===== config.mk =====
export PLATFORM = sky130hd
export DESIGN_NAME = mj_ram_console
export DESIGN_NICKNAME = d
export VERILOG_FILES = /design/src/rtl/mj_ram_console.sv
export SDC_FILE = /design/constraint.sdc
export NUM_CORES = 1
export LEC_CHECK = 0
export BUFFER_PORTS_ARGS = -buffer_cell sky130_fd_sc_hd__buf_2
export CORE_UTILIZATION = 46
export CTS_BUF_LIST = sky130_fd_sc_hd__clkbuf_16
export DETAILED_ROUTE_END_ITERATION = 10
export PLACE_DENSITY = 0.6
export RECOVER_POWER = 25
export SKIP_LAST_GASP = 1
export SYNTH_ARGS = -nofsm -noshare
export SYNTH_HDL_FRONTEND = slang
export SYNTH_SLANG_ARGS = --single-unit

===== constraint.sdc =====
create_clock -name clk_50M -period 4.6 [get_ports clk_50M]
set_input_delay 0.92 -clock clk_50M [delete_from_list [all_inputs] [get_ports clk_50M]]
set_output_delay 0.92 -clock clk_50M [all_outputs]
set_load 0.02 [all_outputs]

===== src/rtl/mj_ram_console.sv =====
// Switch-driven RAM console: push-button FSM that saves, reads back and clears a small RAM.
// The button input is synchronised and edge-detected into a single-cycle enter pulse.
//
// state       | meaning
// S_IDLE      | waiting for an opcode on sw[2:0]
// S_SAVE_ADDR | showing sw, next press latches the write address
// S_SAVE_DATA | showing sw, next press writes sw into mem[addr]
// S_READ_ADDR | showing sw, next press latches address and reads the word
// S_READ_SHOW | showing the word read back
// S_CLEAR     | sweeping zeros through the whole RAM, one word per cycle
module mj_ram_console #(
  parameter int DATA_W = 16,
  parameter int ADDR_W = 4,
  parameter int SW_W   = 10
) (
  input  logic              clk_50M,
  input  logic              rst_bar,
  input  logic              enter_bar,
  input  logic [SW_W-1:0]   sw,
  output logic [DATA_W-1:0] disp_val,
  output logic [2:0]        disp_mode,
  output logic [7:0]        LEDG
);

  localparam int DEPTH = 1 << ADDR_W;
  localparam logic [ADDR_W:0] CNT_END = DEPTH[ADDR_W:0];

  typedef enum logic [2:0] {
    S_IDLE      = 3'd0,
    S_SAVE_ADDR = 3'd1,
    S_SAVE_DATA = 3'd2,
    S_READ_ADDR = 3'd3,
    S_READ_SHOW = 3'd4,
    S_CLEAR     = 3'd5
  } state_e;

  logic sync1_q, sync2_q, prev_q, armed_q;
  logic [1:0] rdy_q;
  logic enter_pulse;

  // armed_q blocks a pulse from a button that was already held when reset released
  always_ff @(posedge clk_50M or negedge rst_bar) begin
    if (!rst_bar) begin
      sync1_q <= 1'b0;
      sync2_q <= 1'b0;
      prev_q  <= 1'b0;
      rdy_q   <= 2'b00;
      armed_q <= 1'b0;
    end else begin
      sync1_q <= ~enter_bar;
      sync2_q <= sync1_q;
      prev_q  <= sync2_q;
      rdy_q   <= {rdy_q[0], 1'b1};
      armed_q <= armed_q | (rdy_q[1] & ~sync2_q);
    end
  end

  assign enter_pulse = sync2_q & ~prev_q & armed_q;

  state_e              state_q, state_d;
  logic [ADDR_W-1:0]   addr_q, addr_d;
  logic [DATA_W-1:0]   rd_data_q, rd_data_d;
  logic [ADDR_W:0]     clr_cnt_q, clr_cnt_d;
  logic [DATA_W-1:0]   mem_q [DEPTH];
  logic                we;
  logic [ADDR_W-1:0]   waddr;
  logic [DATA_W-1:0]   wdata;
  logic [7:0]          led_q, led_d;
  logic [2:0]          mode_q, mode_d;
  logic [DATA_W-1:0]   val_q, val_d;

  always_comb begin
    state_d   = state_q;
    addr_d    = addr_q;
    rd_data_d = rd_data_q;
    clr_cnt_d = clr_cnt_q;
    we        = 1'b0;
    waddr     = addr_q;
    wdata     = '0;
    case (state_q)
      S_IDLE: begin
        if (enter_pulse) begin
          case (sw[2:0])
            3'd2: state_d = S_SAVE_ADDR;
            3'd3: state_d = S_READ_ADDR;
            3'd4: begin
              state_d   = S_CLEAR;
              we        = 1'b1;
              waddr     = '0;
              clr_cnt_d = (ADDR_W+1)'(1);
            end
            default: state_d = S_IDLE;
          endcase
        end
      end
      S_SAVE_ADDR: begin
        if (enter_pulse) begin
          addr_d  = sw[ADDR_W-1:0];
          state_d = S_SAVE_DATA;
        end
      end
      S_SAVE_DATA: begin
        if (enter_pulse) begin
          we      = 1'b1;
          wdata   = DATA_W'(sw);
          state_d = S_IDLE;
        end
      end
      S_READ_ADDR: begin
        if (enter_pulse) begin
          addr_d    = sw[ADDR_W-1:0];
          rd_data_d = mem_q[sw[ADDR_W-1:0]];
          state_d   = S_READ_SHOW;
        end
      end
      S_READ_SHOW: begin
        if (enter_pulse) state_d = S_IDLE;
      end
      S_CLEAR: begin
        // the counter carries one extra bit so reaching DEPTH never wraps to 0
        if (clr_cnt_q == CNT_END) begin
          state_d = S_IDLE;
        end else begin
          we        = 1'b1;
          waddr     = clr_cnt_q[ADDR_W-1:0];
          clr_cnt_d = clr_cnt_q + (ADDR_W+1)'(1);
        end
      end
      default: state_d = S_IDLE;
    endcase
  end

  always_comb begin
    led_d  = 8'h01;
    mode_d = 3'd0;
    val_d  = '0;
    case (state_d)
      S_IDLE:      led_d = 8'h01;
      S_SAVE_ADDR: begin led_d = 8'h02; mode_d = 3'd3; end
      S_SAVE_DATA: begin led_d = 8'h04; mode_d = 3'd3; end
      S_READ_ADDR: begin led_d = 8'h08; mode_d = 3'd3; end
      S_READ_SHOW: begin led_d = 8'h10; mode_d = 3'd6; val_d = rd_data_d; end
      S_CLEAR:     led_d = 8'h20;
      default:     led_d = 8'h01;
    endcase
  end

  always_ff @(posedge clk_50M or negedge rst_bar) begin
    if (!rst_bar) begin
      state_q   <= S_IDLE;
      addr_q    <= '0;
      rd_data_q <= '0;
      clr_cnt_q <= '0;
      led_q     <= 8'h01;
      mode_q    <= 3'd0;
      val_q     <= '0;
    end else begin
      state_q   <= state_d;
      addr_q    <= addr_d;
      rd_data_q <= rd_data_d;
      clr_cnt_q <= clr_cnt_d;
      led_q     <= led_d;
      mode_q    <= mode_d;
      val_q     <= val_d;
    end
  end

  // RAM contents survive reset; only CLEAR initialises them
  always_ff @(posedge clk_50M) begin
    if (we) mem_q[waddr] <= wdata;
  end

  assign LEDG      = led_q;
  assign disp_mode = mode_q;
  assign disp_val  = val_q;

endmodule


# --- Word level (Yosys, flattened, before mapping) ---
# Memory sizes are Yosys's and may differ from the RTL's.
# Index checks and enable logic that the tools add are counted.
# Widths: inputs -> output; s select.
word_totals:
  reg_bits: 61
  mem_bits_rw: 160
  inputBits: 13
  n_memories: 1
classes:
  add_sub_neg: 1
  n_eq_ne: 17
  mux: 29
  n_bitwise: 7
  reduce_logical: 7
memory_table:
  columns: ["memory", "depth", "width", "read_ports", "rd_clocked_by_memory_dff", "wr", "line_no", "rtl"]
  rows:
  - ["mem_q", 16, 10, 1, 0, 1, "64", "logic [DATA_W-1:0] mem_q [DEPTH];"]
ops:
  columns: ["operator", "n"]
  rows:
  - ["$mux 16", 3]
  - ["$pmux 6 s5", 1]
  - ["$mux 10", 2]
  - ["$eq 3x2->1 const B", 6]
  - ["$eq 3x3->1 const B", 5]
  - ["$mux 3", 5]
  - ["$mux 5", 3]
  - ["$pmux 3 s5", 1]
  - ["$mux 4", 3]
  - ["$pmux 5 s2", 1]
  - ["$pmux 3 s3", 1]
  - ["$pmux 4 s2", 1]
  - ["$eq 3x1->1 const B", 2]
  - ["$mux 1", 6]
  - ["$pmux 3 s2", 1]
  - ["$add 5x1->5 const B", 1]
  - ["$eq 5x5->1 const B", 1]
  - ["$ne 2x2->1 const B", 2]
  - ["$reduce_and 4->1", 1]
  - ["$reduce_or 2->1", 2]
  - ["$and 1x1->1", 3]
  - ["$logic_not 3->1", 1]
  - ["$not 1->1", 3]
  - ["$pmux 1 s3", 1]
  - ["other kinds (5)", 5]

# --- Longest topological paths before layout ---
logic_depth:
  word_depth: 8
  mapped_depth: 7
  ltp_nobuf: 7

# --- Worst setup path after synthesis ---
# Ideal clock, no wire load.
synth_timing:
  kind: "input to register"
  from: "input port sw[1]"
  to: "memory mem_q[4][0] in the netlist's numbering (enable)"
  setup_time_ns: 0.390
  arrival_ns: 2.501
  required_ns: 4.210
  slack_ns: 1.709
  stages: 5
  path_buffers: 0
  cell_sequence: "nor4b_4 -> nand3_2 -> a31oi_2 -> nand3_1 -> nor3_1"
synth_between:
  elab_chain_len: 6
  elab_cells_between_ends: 9
synth_lines:
  columns: ["item", "line_no", "rtl"]
  rows:
  - ["start: declaration", "19", "input logic [SW_W-1:0] sw,"]
  - ["$eq 3x3->1 (*)", "83", "case (sw[2:0])"]
  - ["$mux 1", "83", null]
  - ["$mux 1", "82", "if (enter_pulse) begin"]
  - ["$pmux 1 s3", "80", "case (state_q)"]
  - ["$mux 1", "170", "if (we) mem_q[waddr] <= wdata;"]
  - ["$mux 1 (implied by the code)", "170", null]
  - ["end: declaration", "64", null]
# Mark *: on every way between the ends. The rest lies on a longest branch, timed or not.

# --- Worst setup path after layout ---
layout_timing:
  from: "input port sw[1]"
  to: "memory mem_q[8][8] in the netlist's numbering (enable)"
# The elaborated chain is that of the path after synthesis.

==> flow_summary_export.csv <==
group,metric,value,unit
outcome,outcome,"complete, but fails checks",
outcome,failed_checks,"design-rule violations, max-capacitance violations, max-slew violations",
flow_run,max-cap-violations,1,
hold_path,hp-start,"rdy_q[0]",
logic_synthesis,synth_cell_types,58,
setup_path,endpoint_kind,"flop",
sta,final.period_utilization,0.7220,
sta,fin_setup_tns,0,ns
setup_path,r2r_start,"clr_cnt_q[1]",
clock_network,htreeDepth,1,
power,power,4.939,mW
logic_synthesis,syn_area,8637,um^2
floorplan,die_h,139.0,um
power,p_per_area,505.8,nW/um^2
clock_network,clkSlewWorstSetupHoldPaths,0.06,ns
setup_path,cpPeakStageDelay,0.76,ns
logic_synthesis,syn_avg_cell_area,16.87,um^2
floorplan,initial_core_util,0.4743,
final_layout,stdcell_count,806,
final_layout,drive_gt1_frac,0.1542,
sta,relSlewSlack,-0.6158,
floorplan,die_w,139.0,um
floorplan,fp.dieArea,19330,um^2
logic_synthesis,synth.yosys.seq_area_share,0.7245,
logic_synthesis,async_reset_ff_frac,0.2661,
hold_path,hold_end,"rdy_q[1]",
placement,gp_congestion,0.8454,
setup_path,path_class,"primary input to flop",
routing,num_vias,4575,
global_route,grt_max_degree,46,
logic_synthesis,synth_area_leaders,"edfxtp_1 (56%), dfrtp_1 (17%), mux4_2 (5.2%)",
routing,routedWlPerCell,22.67,um
global_route,grt_pass1_wl,28250,um
global_route,antenna_found_initial,0,
placement,placed_cells,764,
power,ir_worst_vdd,0.0003401,V
routing,wl,18270,um
setup_path,reg2reg_to,"mem_q[15][2]",
routing,ant_nets,0,
sta,min_period,3.321,ns
setup_path,r2r_setup_slack,1.48,ns
sta,setup_viol,0,
clock_network,post_cts_resized,0,
clock_network,cts_num_sinks,218,
sta,finalHoldViolCount,0,
placement,numPortBuffers,37,
logic_synthesis,synth_warnings,0,
setup_path,reg2reg_depth,7,
final_layout,syn2layout_area_growth,13.07,%
global_route,grt_pass1_vias,4658,
sta,rsz0062_at_grt,"no",
power,power.switching,1.239,mW
power,swShare,0.2508,
routing,dr.pass1.iters,10,
routing,vias_per_cell,5.676,
global_route,grt_use_total,0.1961,
clock_network,cts_hold_buf,0,
floorplan,core,18210,um^2
power,seq_power_share,0.483,
setup_path,worstPathRequired,4.74,ns
placement,pre_cts_slack,0.8879,ns
floorplan,rows,49,
logic_synthesis,yosys.area.top_type,"edfxtp_1",
power,pwr-share-clk,0.394,
final_layout,final_common_cell,"edfxtp_1",
power,pwr-share-comb,0.122,
setup_path,path_max_fanout,29,
clock_network,cts_tree,"built",
clock_network,postCtsSetupRepairBufs,0,
setup_path,slowest_stage,"nor2_1",
setup_path,cp-start-kind,"primary input",
clock_network,cts_root_buf,"clkbuf_16",
final_layout,layout.nets,575,
power,intPower,3.700,mW
routing,drcViolationCount,4,
clock_network,clock_path_buffers,3,
setup_path,arrival,3.46,ns
floorplan,io_pins,40,
sta,slew_violations,46,
logic_synthesis,ys.flop_type,"edfxtp_1",
logic_synthesis,synth_edf_count,160,
clock_network,clkLatencyLatePin,0.52,ns
sta,hold-worst-slack,0.3451,ns
clock_network,cts_buffers,23,
setup_path,crit_chain,"buf_2, nor4b_1, nand3_2, a31oi_2, nand3_1, nor2_1",
power,leakagePower,3.536,nW
routing,drt_iter0_markers,432,
placement,hpwl,11740,um
logic_synthesis,synth_top_area_share,0.5563,
logic_synthesis,ys_ff_latch,218,
hold_path,hold_depth,0,
sta,worstMarginPinSlew,2.424,ns
hold_path,hp-class,"flop to flop",
global_route,overflow,0,
final_layout,mostFrequentLayoutCells,"edfxtp_1 (160), dfrtp_1 (57), mux2i_1 (42), nand2_1 (35), clkbuf_1 (27)",
logic_synthesis,synthCells,512,
final_layout,antenna_cells,0,
sta,fin_ws,1.279,ns
sta,fmax,0.3011,GHz
sta,finalClockSkew,0.01719,ns
-- power groups by stage --
stage / logic (mW) / clock network (mW) / registers, mW
after detailed placement: 0.618 / 0 / 2.42
after global routing: 0.666 / 2.06 / 2.40
after global placement: 0.604 / 0 / 2.42
final: 0.605 / 1.95 / 2.39
after CTS: 0.625 / 1.98 / 2.39
after floorplan: 0.431 / 0 / 2.43
-- critical path: cells and delay by family --
| family | cells | cell delay [ns] |
|---|---|---|
| AO/OA/AOI/OAI | 1 | 0.36 |
| buffers and inverters | 1 | 0.31 |
| AND/OR/NAND/NOR | 4 | 1.85 |
-- flip-flops by register name, indices dropped and copies added, names as in the netlist --
signal and count:
disp_val 16, mem_q 160, sync2_q 1, sync1_q 1, prev_q 1, rd_data_q 16, clr_cnt_q 5, rdy_q 2
armed_q 1, disp_mode 2, state_q 3, addr_q 4, LEDG 6
-- worst max path at each step --
stage / cells after the start / end / startpoint / slack, ns
2_1_floorplan: 5 / mem_q[4][0] / sw[1] / 1.71
3_3_place_gp: 6 / mem_q[13][1] / sw[1] / 1.0
3_5_place_dp: 6 / mem_q[15][3] / sw[1] / 0.89
4_1_cts: 6 / mem_q[15][6] / sw[1] / 1.44
5_1_grt: 2 / rd_data_q[7] / rst_bar / 0.67
6_report: 6 / mem_q[8][8] / sw[1] / 1.28
-- through the flow --
stage	cell area, um^2	utilization
CTS	9828	0.5398
global route	9766	0.5363
finish	9766	0.5363
floorplan	8641	-
detailed placement	9021	0.4954
global placement	9021	0.4954
-- layout make-up --
class                   instances  area, um^2
fillers                      1471        8443
repair buffers                 46       219.0
clock buffers                  23       575.6
clock inverters                19       231.5
flip-flops and latches        218        6257
multi-input cells             263        2166
well taps                     229       286.5
inverters                       8       30.03
-- layer usage --
metal | GRT usage | vias up | share of wire
met2 | 0.3158 | 157 | 0.48
met3 | 0.03073 | 27 | 0.068
met5 | 0 | - | 0
met4 | 0.05263 | 0 | 0.019
met1 | 0.2795 | 2321 | 0.43
li1 | - | 2070 | -
-- synthesized netlist by cell type (all sizes together) (11+ instances only) --
library cell    n
dfrtp          57
nand2          36
mux2i          42
mux4           20
nor2           22
and2           19
nor2b          11
nand3          15
edfxtp        160
a22oi          20
buf            20
-- kinds of logic after synthesis --
family,share of synthesized area
other,0.0008695
buffers and inverters,0.02216
AOI/OAI and AO/OA,0.04809
muxes,0.1047
adders and majority gates,0.002897
and+or+nand+nor,0.09373
DFF,0.7245
xor gates and xnor gates,0.003043
(Power assumes the default switching activity.)
